**src/rtl/adc_dec_pkg.sv**
```systemverilog
// rtl/adc_dec_pkg.sv - shared state encoding and code-range helpers for the ADC offset decoder
package adc_dec_pkg;

  typedef enum logic [1:0] {
    ST_IDLE = 2'd0,
    ST_CAL  = 2'd1,
    ST_RUN  = 2'd2
  } dec_state_e;

  // Mid-scale code of an offset-binary converter of the given width.
  function automatic int unsigned mid_code(input int unsigned width);
    return 32'd1 << (width - 1);
  endfunction

  function automatic int unsigned top_code(input int unsigned width);
    return (32'd1 << width) - 32'd1;
  endfunction

endpackage

```
**src/rtl/adc_offset_decoder.sv**
```systemverilog
// rtl/adc_offset_decoder.sv - calibrates ADC mid-scale offset by averaging, then emits signed offset-corrected samples
module adc_offset_decoder
  import adc_dec_pkg::*;
#(
  parameter int WIDTH    = 12,
  parameter int CAL_LOG2 = 6,
  parameter int OFS_LIM  = 256
) (
  input  logic                    clk,
  input  logic                    rst,
  input  logic                    cal_start,
  input  logic                    in_valid,
  input  logic [WIDTH-1:0]        in_code,
  output logic                    out_valid,
  output logic signed [WIDTH:0]   out_data,
  output logic                    rail,
  output logic                    cal_done,
  output logic                    cal_err,
  output logic [WIDTH-1:0]        offset
);

  localparam int ACC_W = WIDTH + CAL_LOG2;
  localparam int CNT_W = CAL_LOG2 + 1;
  localparam logic [WIDTH-1:0] MID      = WIDTH'(mid_code(WIDTH));
  localparam logic [WIDTH-1:0] TOP      = WIDTH'(top_code(WIDTH));
  localparam logic [CNT_W-1:0] CNT_LAST = CNT_W'((1 << CAL_LOG2) - 1);
  localparam logic [WIDTH:0]   LIM      = (WIDTH+1)'(OFS_LIM);

  dec_state_e                state_q, state_d;
  logic [ACC_W-1:0]          acc_q, acc_d;
  logic [CNT_W-1:0]          cnt_q, cnt_d;
  logic [WIDTH-1:0]          offset_q, offset_d;
  logic                      cal_err_q, cal_err_d;
  logic                      out_valid_q, out_valid_d;
  logic signed [WIDTH:0]     out_data_q, out_data_d;
  logic                      rail_q, rail_d;

  logic [ACC_W-1:0]          acc_sum;
  logic [WIDTH-1:0]          avg;
  logic signed [WIDTH:0]     dev;
  logic [WIDTH:0]            dev_mag;

  assign acc_sum = acc_q + ACC_W'(in_code);
  assign avg     = acc_sum[ACC_W-1:CAL_LOG2];
  assign dev     = $signed({1'b0, avg}) - $signed({1'b0, MID});
  assign dev_mag = dev[WIDTH] ? $unsigned(-dev) : $unsigned(dev);

  always_ff @(posedge clk) begin
    if (rst) begin
      state_q     <= ST_IDLE;
      acc_q       <= '0;
      cnt_q       <= '0;
      offset_q    <= MID;
      cal_err_q   <= 1'b0;
      out_valid_q <= 1'b0;
      out_data_q  <= '0;
      rail_q      <= 1'b0;
    end else begin
      state_q     <= state_d;
      acc_q       <= acc_d;
      cnt_q       <= cnt_d;
      offset_q    <= offset_d;
      cal_err_q   <= cal_err_d;
      out_valid_q <= out_valid_d;
      out_data_q  <= out_data_d;
      rail_q      <= rail_d;
    end
  end

  always_comb begin
    state_d     = state_q;
    acc_d       = acc_q;
    cnt_d       = cnt_q;
    offset_d    = offset_q;
    cal_err_d   = cal_err_q;
    out_valid_d = 1'b0;
    out_data_d  = out_data_q;
    rail_d      = rail_q;

    // A (re)start seeds the new calibration with any sample arriving in the same cycle.
    if (cal_start) begin
      state_d = ST_CAL;
      acc_d   = in_valid ? ACC_W'(in_code) : '0;
      cnt_d   = in_valid ? CNT_W'(1) : '0;
    end else begin
      unique case (state_q)
        ST_CAL: begin
          if (in_valid) begin
            if (cnt_q == CNT_LAST) begin
              state_d = ST_RUN;
              acc_d   = '0;
              cnt_d   = '0;
              if (dev_mag > LIM) begin
                offset_d  = MID;
                cal_err_d = 1'b1;
              end else begin
                offset_d  = avg;
                cal_err_d = 1'b0;
              end
            end else begin
              acc_d = acc_sum;
              cnt_d = cnt_q + CNT_W'(1);
            end
          end
        end
        ST_RUN: begin
          if (in_valid) begin
            out_valid_d = 1'b1;
            out_data_d  = $signed({1'b0, in_code}) - $signed({1'b0, offset_q});
            rail_d      = (in_code == '0) || (in_code == TOP);
          end
        end
        default: state_d = ST_IDLE;
      endcase
    end
  end

  assign out_valid = out_valid_q;
  assign out_data  = out_data_q;
  assign rail      = rail_q;
  assign cal_done  = (state_q == ST_RUN);
  assign cal_err   = cal_err_q;
  assign offset    = offset_q;

endmodule
```
**config.mk**
```make
export PLATFORM = sky130hd
export DESIGN_NAME = adc_offset_decoder
export DESIGN_NICKNAME = d
export VERILOG_FILES = /design/src/rtl/adc_dec_pkg.sv /design/src/rtl/adc_offset_decoder.sv
export SDC_FILE = /design/constraint.sdc
export NUM_CORES = 1
export LEC_CHECK = 0
export CAP_MARGIN = 15
export CORE_AREA = 5 5 112 72
export CTS_CLUSTER_DIAMETER = 200
export DETAILED_ROUTE_END_ITERATION = 6
export DIE_AREA = 0 0 117 77
export GPL_TIMING_DRIVEN = 0
export PLACE_DENSITY = 0.8
export SETUP_SLACK_MARGIN = 0.15
export SYNTH_ARGS = -nofsm -noshare
export SYNTH_HDL_FRONTEND = slang
export SYNTH_SLANG_ARGS = --single-unit
```
**constraint.sdc**
```tcl
create_clock -name clk -period 5.6 [get_ports clk]
set_input_delay 0.84 -clock clk [delete_from_list [all_inputs] [get_ports clk]]
set_output_delay 0.84 -clock clk [all_outputs]
set_load 0.03 [all_outputs]
```
==> results.cfg, run 1 <==
[outcome]
run_status = complete, no violations

[floorplan]
rows = 24
design.core.area_mm2 = 0.00697
die-area_mm2 = 0.00901
die_y_um = 77
io_pins = 45
die_w_um = 117
start_util = 0.482

[clocking]
cts_resized = 0
cts_root_buf = clkbuf_16
postCtsHoldBufs = 0
clk_latency_ps = 300
cts-buffers-inserted = 5
cts_buffer_depth = 2
cts_max_level = 2
clock-sinks = 55
path_clk_slew_ps = 70
cts_setup_buffers = 0
cts_tree = done

[cells_and_area]
layout-drive-gt1-share = 0.0512
areaGrowthSynthToFinish_pct = 21.2
fin_cells = 540
nets = 491
diodes = 0

[setup_path]
cpMaxStageDelayCell = clkdlybuf4s50_1
critPathKind = input pin to flop
cp_max_fo = 10
cp_cell_sequence = clkdlybuf4s50_1 -> ha_1 -> fa_1 -> a211oi_2 -> o21ai_2 -> o2111ai_2 -> a211oi_2 -> xor2_2 -> nand4b_1 -> a31oi_2 -> o21ai_2 -> buf_6 -> a211oi_2
r2r_cells = 12
arrival_ps = 4260
critPathCaptureType = flop
crit_top_cell = a211oi_2
slowest_delay_ps = 530
start_kind = input pin
required_ps = 5820

[min_path]
min_path_cells = 2
hp-class = flop to flop

[timing]
min_period_over_period = 0.720
worstMarginPinSlew_ps = 1190
setup_tns_ps = 0
timing.fmax_mhz = 248
finalClockSkew_ps = 6.97
maxSlewHeadroom = 0.200
fin_crit_ps = 4030
finalHoldViolations = 0
rsz0062_at_grt = no
maxSlewViolCount = 0
setup_viol = 0

[global_route]
grt_max_degree = 18
grt_pass1_wl_um = 14600
grt_overflow = 0
grt.total_usage = 0.200
antenna_found_initial = 0
grt_pass1_vias = 2978

[detailed_routing]
drt_iter0_markers = 295
via_per_inst = 5.91
drtPass1Iterations = 5
wl_per_cell_um = 16.8
postRouteAntennaNets = 0
drcViolationCount = 0
dr_total_vias = 3192
wl_um = 9060

[logic_synthesis]
synth_flop_cell = dfxtp_1
async_reset_ff_frac = 0
seq_area_frac_synth = 0.328
synth_area_mm2 = 0.00336
yosys.cell_types.count = 49
syn-mean-instance-area_um2 = 8.41
syn_inst = 399
syn_nets = 442
synth-seq-cells = 55
yosys_warnings = 0
synth_edf_count = 0

[pwr]
power_uw = 928
power_per_cell_area_mw_per_mm2 = 228
leakagePower_nw = 1.51
vdd.ir_drop.worst_uv = 132

[place]
gp_congestion = 0.870
numPortBuffers = 42
dp_cells = 532
dp_hpwl_um = 7050

[flow_run]
maxCapViolCount = 0
-- cell type report --
cell class                      instances  area, um2
Timing Repair Buffer                   42        420
Buffer                                 18       76.3
Multi-Input combinational cell        310       2120
Fill cell                             649       2900
Clock inverter                          2       38.8
Tap cell                               91        114
Sequential cell                        55       1100
Clock buffer                            6        139
Inverter                               16       60.1
-- cells by family (layout without fill, tap and decap cells) --
family / after synthesis / in the layout / synth area share
AOI/OAI and AO/OA: 102 / 102 / 0.227
adders and majority gates: 27 / 27 / 0.105
buffers and inverters: 34 / 84 / 0.0406
muxes: 9 / 9 / 0.0268
xor gates and xnor gates: 27 / 27 / 0.0727
DFF: 55 / 55 / 0.328
and+or+nand+nor: 145 / 145 / 0.200
-- synthesized netlist by cell type, drive strengths merged (9+ instances only) --
| cell | number | area, um2 |
|---|---|---|
| nor2 | 55 | 206 |
| a222oi | 10 | 100 |
| mux2i | 9 | 90.1 |
| dfxtp | 55 | 1100 |
| xor2 | 13 | 121 |
| o21ai | 14 | 77.6 |
| inv | 16 | 60.1 |
| a211oi | 11 | 113 |
| nand2 | 35 | 131 |
| ha | 25 | 313 |
| nor3 | 15 | 75.1 |
| a21oi | 29 | 145 |
| xnor2 | 14 | 123 |
| clkbuf | 16 | 60.1 |
-- metal layers --
metal / wire, um / part of all wire / vias to the layer above / track usage
met4: 127 / 0.014 / 0 / 0.0470
li1: - / - / 1538 / -
met5: 0 / 0 / - / 0
met1: 4090 / 0.45 / 1506 / 0.283
met3: 757 / 0.084 / 14 / 0.0330
met2: 4090 / 0.45 / 134 / 0.318
-- placed cells by master (no fill, tap or decap), types with 4 or more instances in the layout --
master and count:
a211oi_1 5, a21oi_1 29, clkbuf_1 16, a211oi_2 6, o211ai_1 4, nor2_1 55, nand3_1 6, a21o_1 8
nand2_1 35, nor3b_1 4, xnor2_1 14, o21ai_0 9, nor3_1 15, clkbuf_16 5, a222oi_1 10, clkdlybuf4s50_1 42
a22oi_1 6, xor2_1 12, nor2b_1 6, mux2i_1 9, inv_1 16, a31oi_1 4, dfxtp_1 55, nand4_1 8
ha_1 25
-- power by group --
part	internal [mW]	switching, mW	leakage, nW
Sequential	0.397	0.00398	0.445
Combinational	0.0594	0.0977	0.980
Clock	0.225	0.145	0.0875
-- flip-flops by register name (all words and copies together) (netlist names) --
name / flops
cal_err: 1
cnt_q: 7
out_valid: 1
out_data: 13
offset: 12
state_q: 2
acc_q: 18
rail: 1
-- final timing paths --
kind                                                from                       end  slack (ps)
worst min register to register  out_data[3]$_SDFFE_PP0P_  out_data[3]$_SDFFE_PP0P_         460
worst max register to register     acc_q[0]$_SDFFE_PP0P_    offset[7]$_SDFFE_PP0P_        2400
worst max-delay path                          in_code[0]    offset[7]$_SDFFE_PP0P_        1570
worst min-delay path            out_data[3]$_SDFFE_PP0P_  out_data[3]$_SDFFE_PP0P_         460
-- through the flow --
| step | setup slack, ps | hold WS (ps) | instance area, um2 | util |
|---|---|---|---|---|
| floorplan | 2180 | 459 | 3360 | - |
| CTS | 1610 | 455 | 4070 | 0.584 |
| finish | 1570 | 455 | 4070 | 0.584 |
| global route | 1460 | 476 | 4070 | 0.584 |
| global placement | 1350 | 439 | 3890 | 0.558 |
| detailed placement | 1310 | 444 | 3890 | 0.558 |
-- worst max-delay path: cells and delay by family --
kind                     cells  cell delay [ps]
AND/OR/NAND/NOR              1              230
buffers and inverters        2              680
XOR/XNOR                     1              330
AO/OA/AOI/OAI                7             1400
adder cells (fa/ha/maj)      2              770
Power figures use the tool's default switching activity.
==> run 2, diff against run 1 <==
Clock period 5.6 ns to 3.8 ns, I/O delays scaled along.
==> run 2 against run 1 <==
Critical endpoint unchanged. Count of clock-buffer cells in the layout unchanged. Core utilization up 0.66 points. Setup slack worse by 1300 ps. Via count up 1.3%. Critical path depth down 1. Largest power group unchanged. Register-to-register slack worse by 1800 ps. Clock power up 47%. Non-clock buffer count up 2. Global-route usage unchanged. Routed wire length up 0.82%. Total power up 48%.
==> results.cfg, run 2 (synthesized netlist as in run 1, its figures left out) <==
[global_route]
antenna_found_initial = 0
grt.total_usage = 0.200
grt_max_degree = 18
grt_pass1_wl_um = 14600
grt_overflow = 0
grt_pass1_vias = 2978

[floorplan]
io_pins = 45
die_y_um = 77
rows = 24
design.core.area_mm2 = 0.00697
die_w_um = 117
start_util = 0.482
die-area_mm2 = 0.00901

[setup_path]
slowest_delay_ps = 650
critPathKind = input pin to flop
required_ps = 4020
arrival_ps = 3730
crit_buf_inv = 2
cpMaxStageDelayCell = clkdlybuf4s50_1
cp_cell_sequence = clkdlybuf4s50_1 -> ha_2 -> or2_1 -> o311ai_2 -> a21oi_1 -> a31oi_1 -> nor3_1 -> or4_4 -> o41ai_4 -> o21ai_2 -> buf_6 -> a211oi_2
critPathTopFamily = compound AO/OA/AOI/OAI gates
start_kind = input pin
cp_max_fo = 10
critPathCaptureType = flop

[detailed_routing]
drtPass1Iterations = 5
drcViolationCount = 0
postRouteAntennaNets = 0
wl_per_cell_um = 16.9
via_per_inst = 5.96
wl_um = 9140
dr_total_vias = 3232
drt_iter0_markers = 285

[min_path]
hp-class = flop to flop

[clocking]
cts-buffers-inserted = 5
cts_buffer_depth = 2
cts_root_buf = clkbuf_16
postCtsHoldBufs = 0
cts_tree = done
clk_latency_ps = 300
cts_max_level = 2
clock-sinks = 55
path_clk_slew_ps = 70

[timing]
hold_slack_ps = 455
timing.fmax_mhz = 285
worstMarginPinSlew_ps = 1090
finalClockSkew_ps = 8.67
maxSlewViolCount = 0
maxSlewHeadroom = 0.265
fin_crit_ps = 3510
rsz0062_at_grt = no
setup_viol = 0
min_period_over_period = 0.922
finalHoldViolations = 0

[pwr]
leakagePower_nw = 1.54
vdd.ir_drop.worst_uv = 197
power_per_cell_area_mw_per_mm2 = 333
power_mw = 1.37

[cells_and_area]
largest_register = acc_q
nets = 493
areaGrowthSynthToFinish_pct = 22.6
layout-drive-gt1-share = 0.0687
fillCellCount = 647
diodes = 0
mostFrequentLayoutCells = nor2_1, dfxtp_1, clkdlybuf4s50_1
largest_register_ffs = 18
final_core_util = 0.591

[place]
gp_congestion = 0.870
numPortBuffers = 42
dp_hpwl_um = 7050

[flow_run]
maxCapViolCount = 0

[outcome]
run_status = complete, no violations
[run 2: cell types whose count changed in the layout (fill, tap and decap cells not counted), moves of 2 or more]
cell	before	now
clkdlybuf4s50_1	42	40
buf_4	0	2
ha_2	0	2
ha_1	25	23
[run 2: tightest hold or removal path, cell delays in order (launching register included)]
cell and delay, ps:
dfxtp_1 310, nand2_1 50, a21oi_1 50
[run 2: final timing paths]
path | from | to | slack, ps | cells past startpoint
worst max-delay path | in_code[6] | offset[7]$_SDFFE_PP0P_ | 290 | 12
worst min-delay path | out_data[3]$_SDFFE_PP0P_ | out_data[3]$_SDFFE_PP0P_ | 460 | 2
worst max register to register | acc_q[0]$_SDFFE_PP0P_ | offset[7]$_SDFFE_PP0P_ | 650 | 11
worst min register to register | out_data[3]$_SDFFE_PP0P_ | out_data[3]$_SDFFE_PP0P_ | 460 | 2
[run 2: metrics by stage]
stage / setup TNS (ps) / cells / instance area [um2] / setup slack, ps
after global routing: 0 / 542 / 4110 / 191
final: 0 / 542 / 4110 / 295
after CTS: 0 / 540 / 4070 / 215
after detailed placement: -1650 / 532 / 3890 / -223
after floorplan: 0 / 399 / 3360 / 653
after global placement: -1160 / 532 / 3890 / -178
[run 2: cell type report]
| class | instances | area (um2) | area share |
|---|---|---|---|
| Inverter | 16 | 60.1 | 0.0146 |
| Tap cell | 91 | 114 | 0.0277 |
| Timing Repair Buffer | 44 | 437 | 0.106 |
| Clock buffer | 6 | 139 | 0.0338 |
| Multi-Input combinational cell | 310 | 2150 | 0.522 |
| Sequential cell | 55 | 1100 | 0.268 |
| Buffer | 18 | 76.3 | 0.0186 |
| Clock inverter | 2 | 38.8 | 0.00943 |
[run 2: layer usage]
metal | up-vias | wire length [um] | track usage | share of wire
met5 | - | 0 | 0 | 0
met4 | 0 | 131 | 0.0470 | 0.014
met3 | 16 | 775 | 0.0330 | 0.085
met2 | 153 | 4180 | 0.318 | 0.46
met1 | 1518 | 4050 | 0.283 | 0.44
li1 | 1545 | - | - | -
[run 2: repair_timing]
item                       4_1_cts  5_1_grt
gates resized for setup          2        6
pin swaps                        0        1
setup endpoints to repair        3       12
setup buffers                    0        2
[run 2: power by group]
group	switching [mW]	internal, mW
Sequential	0.00600	0.585
Combinational	0.146	0.0884
Clock	0.212	0.332
Total	0.364	1.01
==> run 3, diff against run 2 <==
Settings changed: CAP_MARGIN 15 to unset, CTS_CLUSTER_SIZE set to 20.
==> results of run 3 <==
Final layout, timing and power as in run 2 (identical DEF).
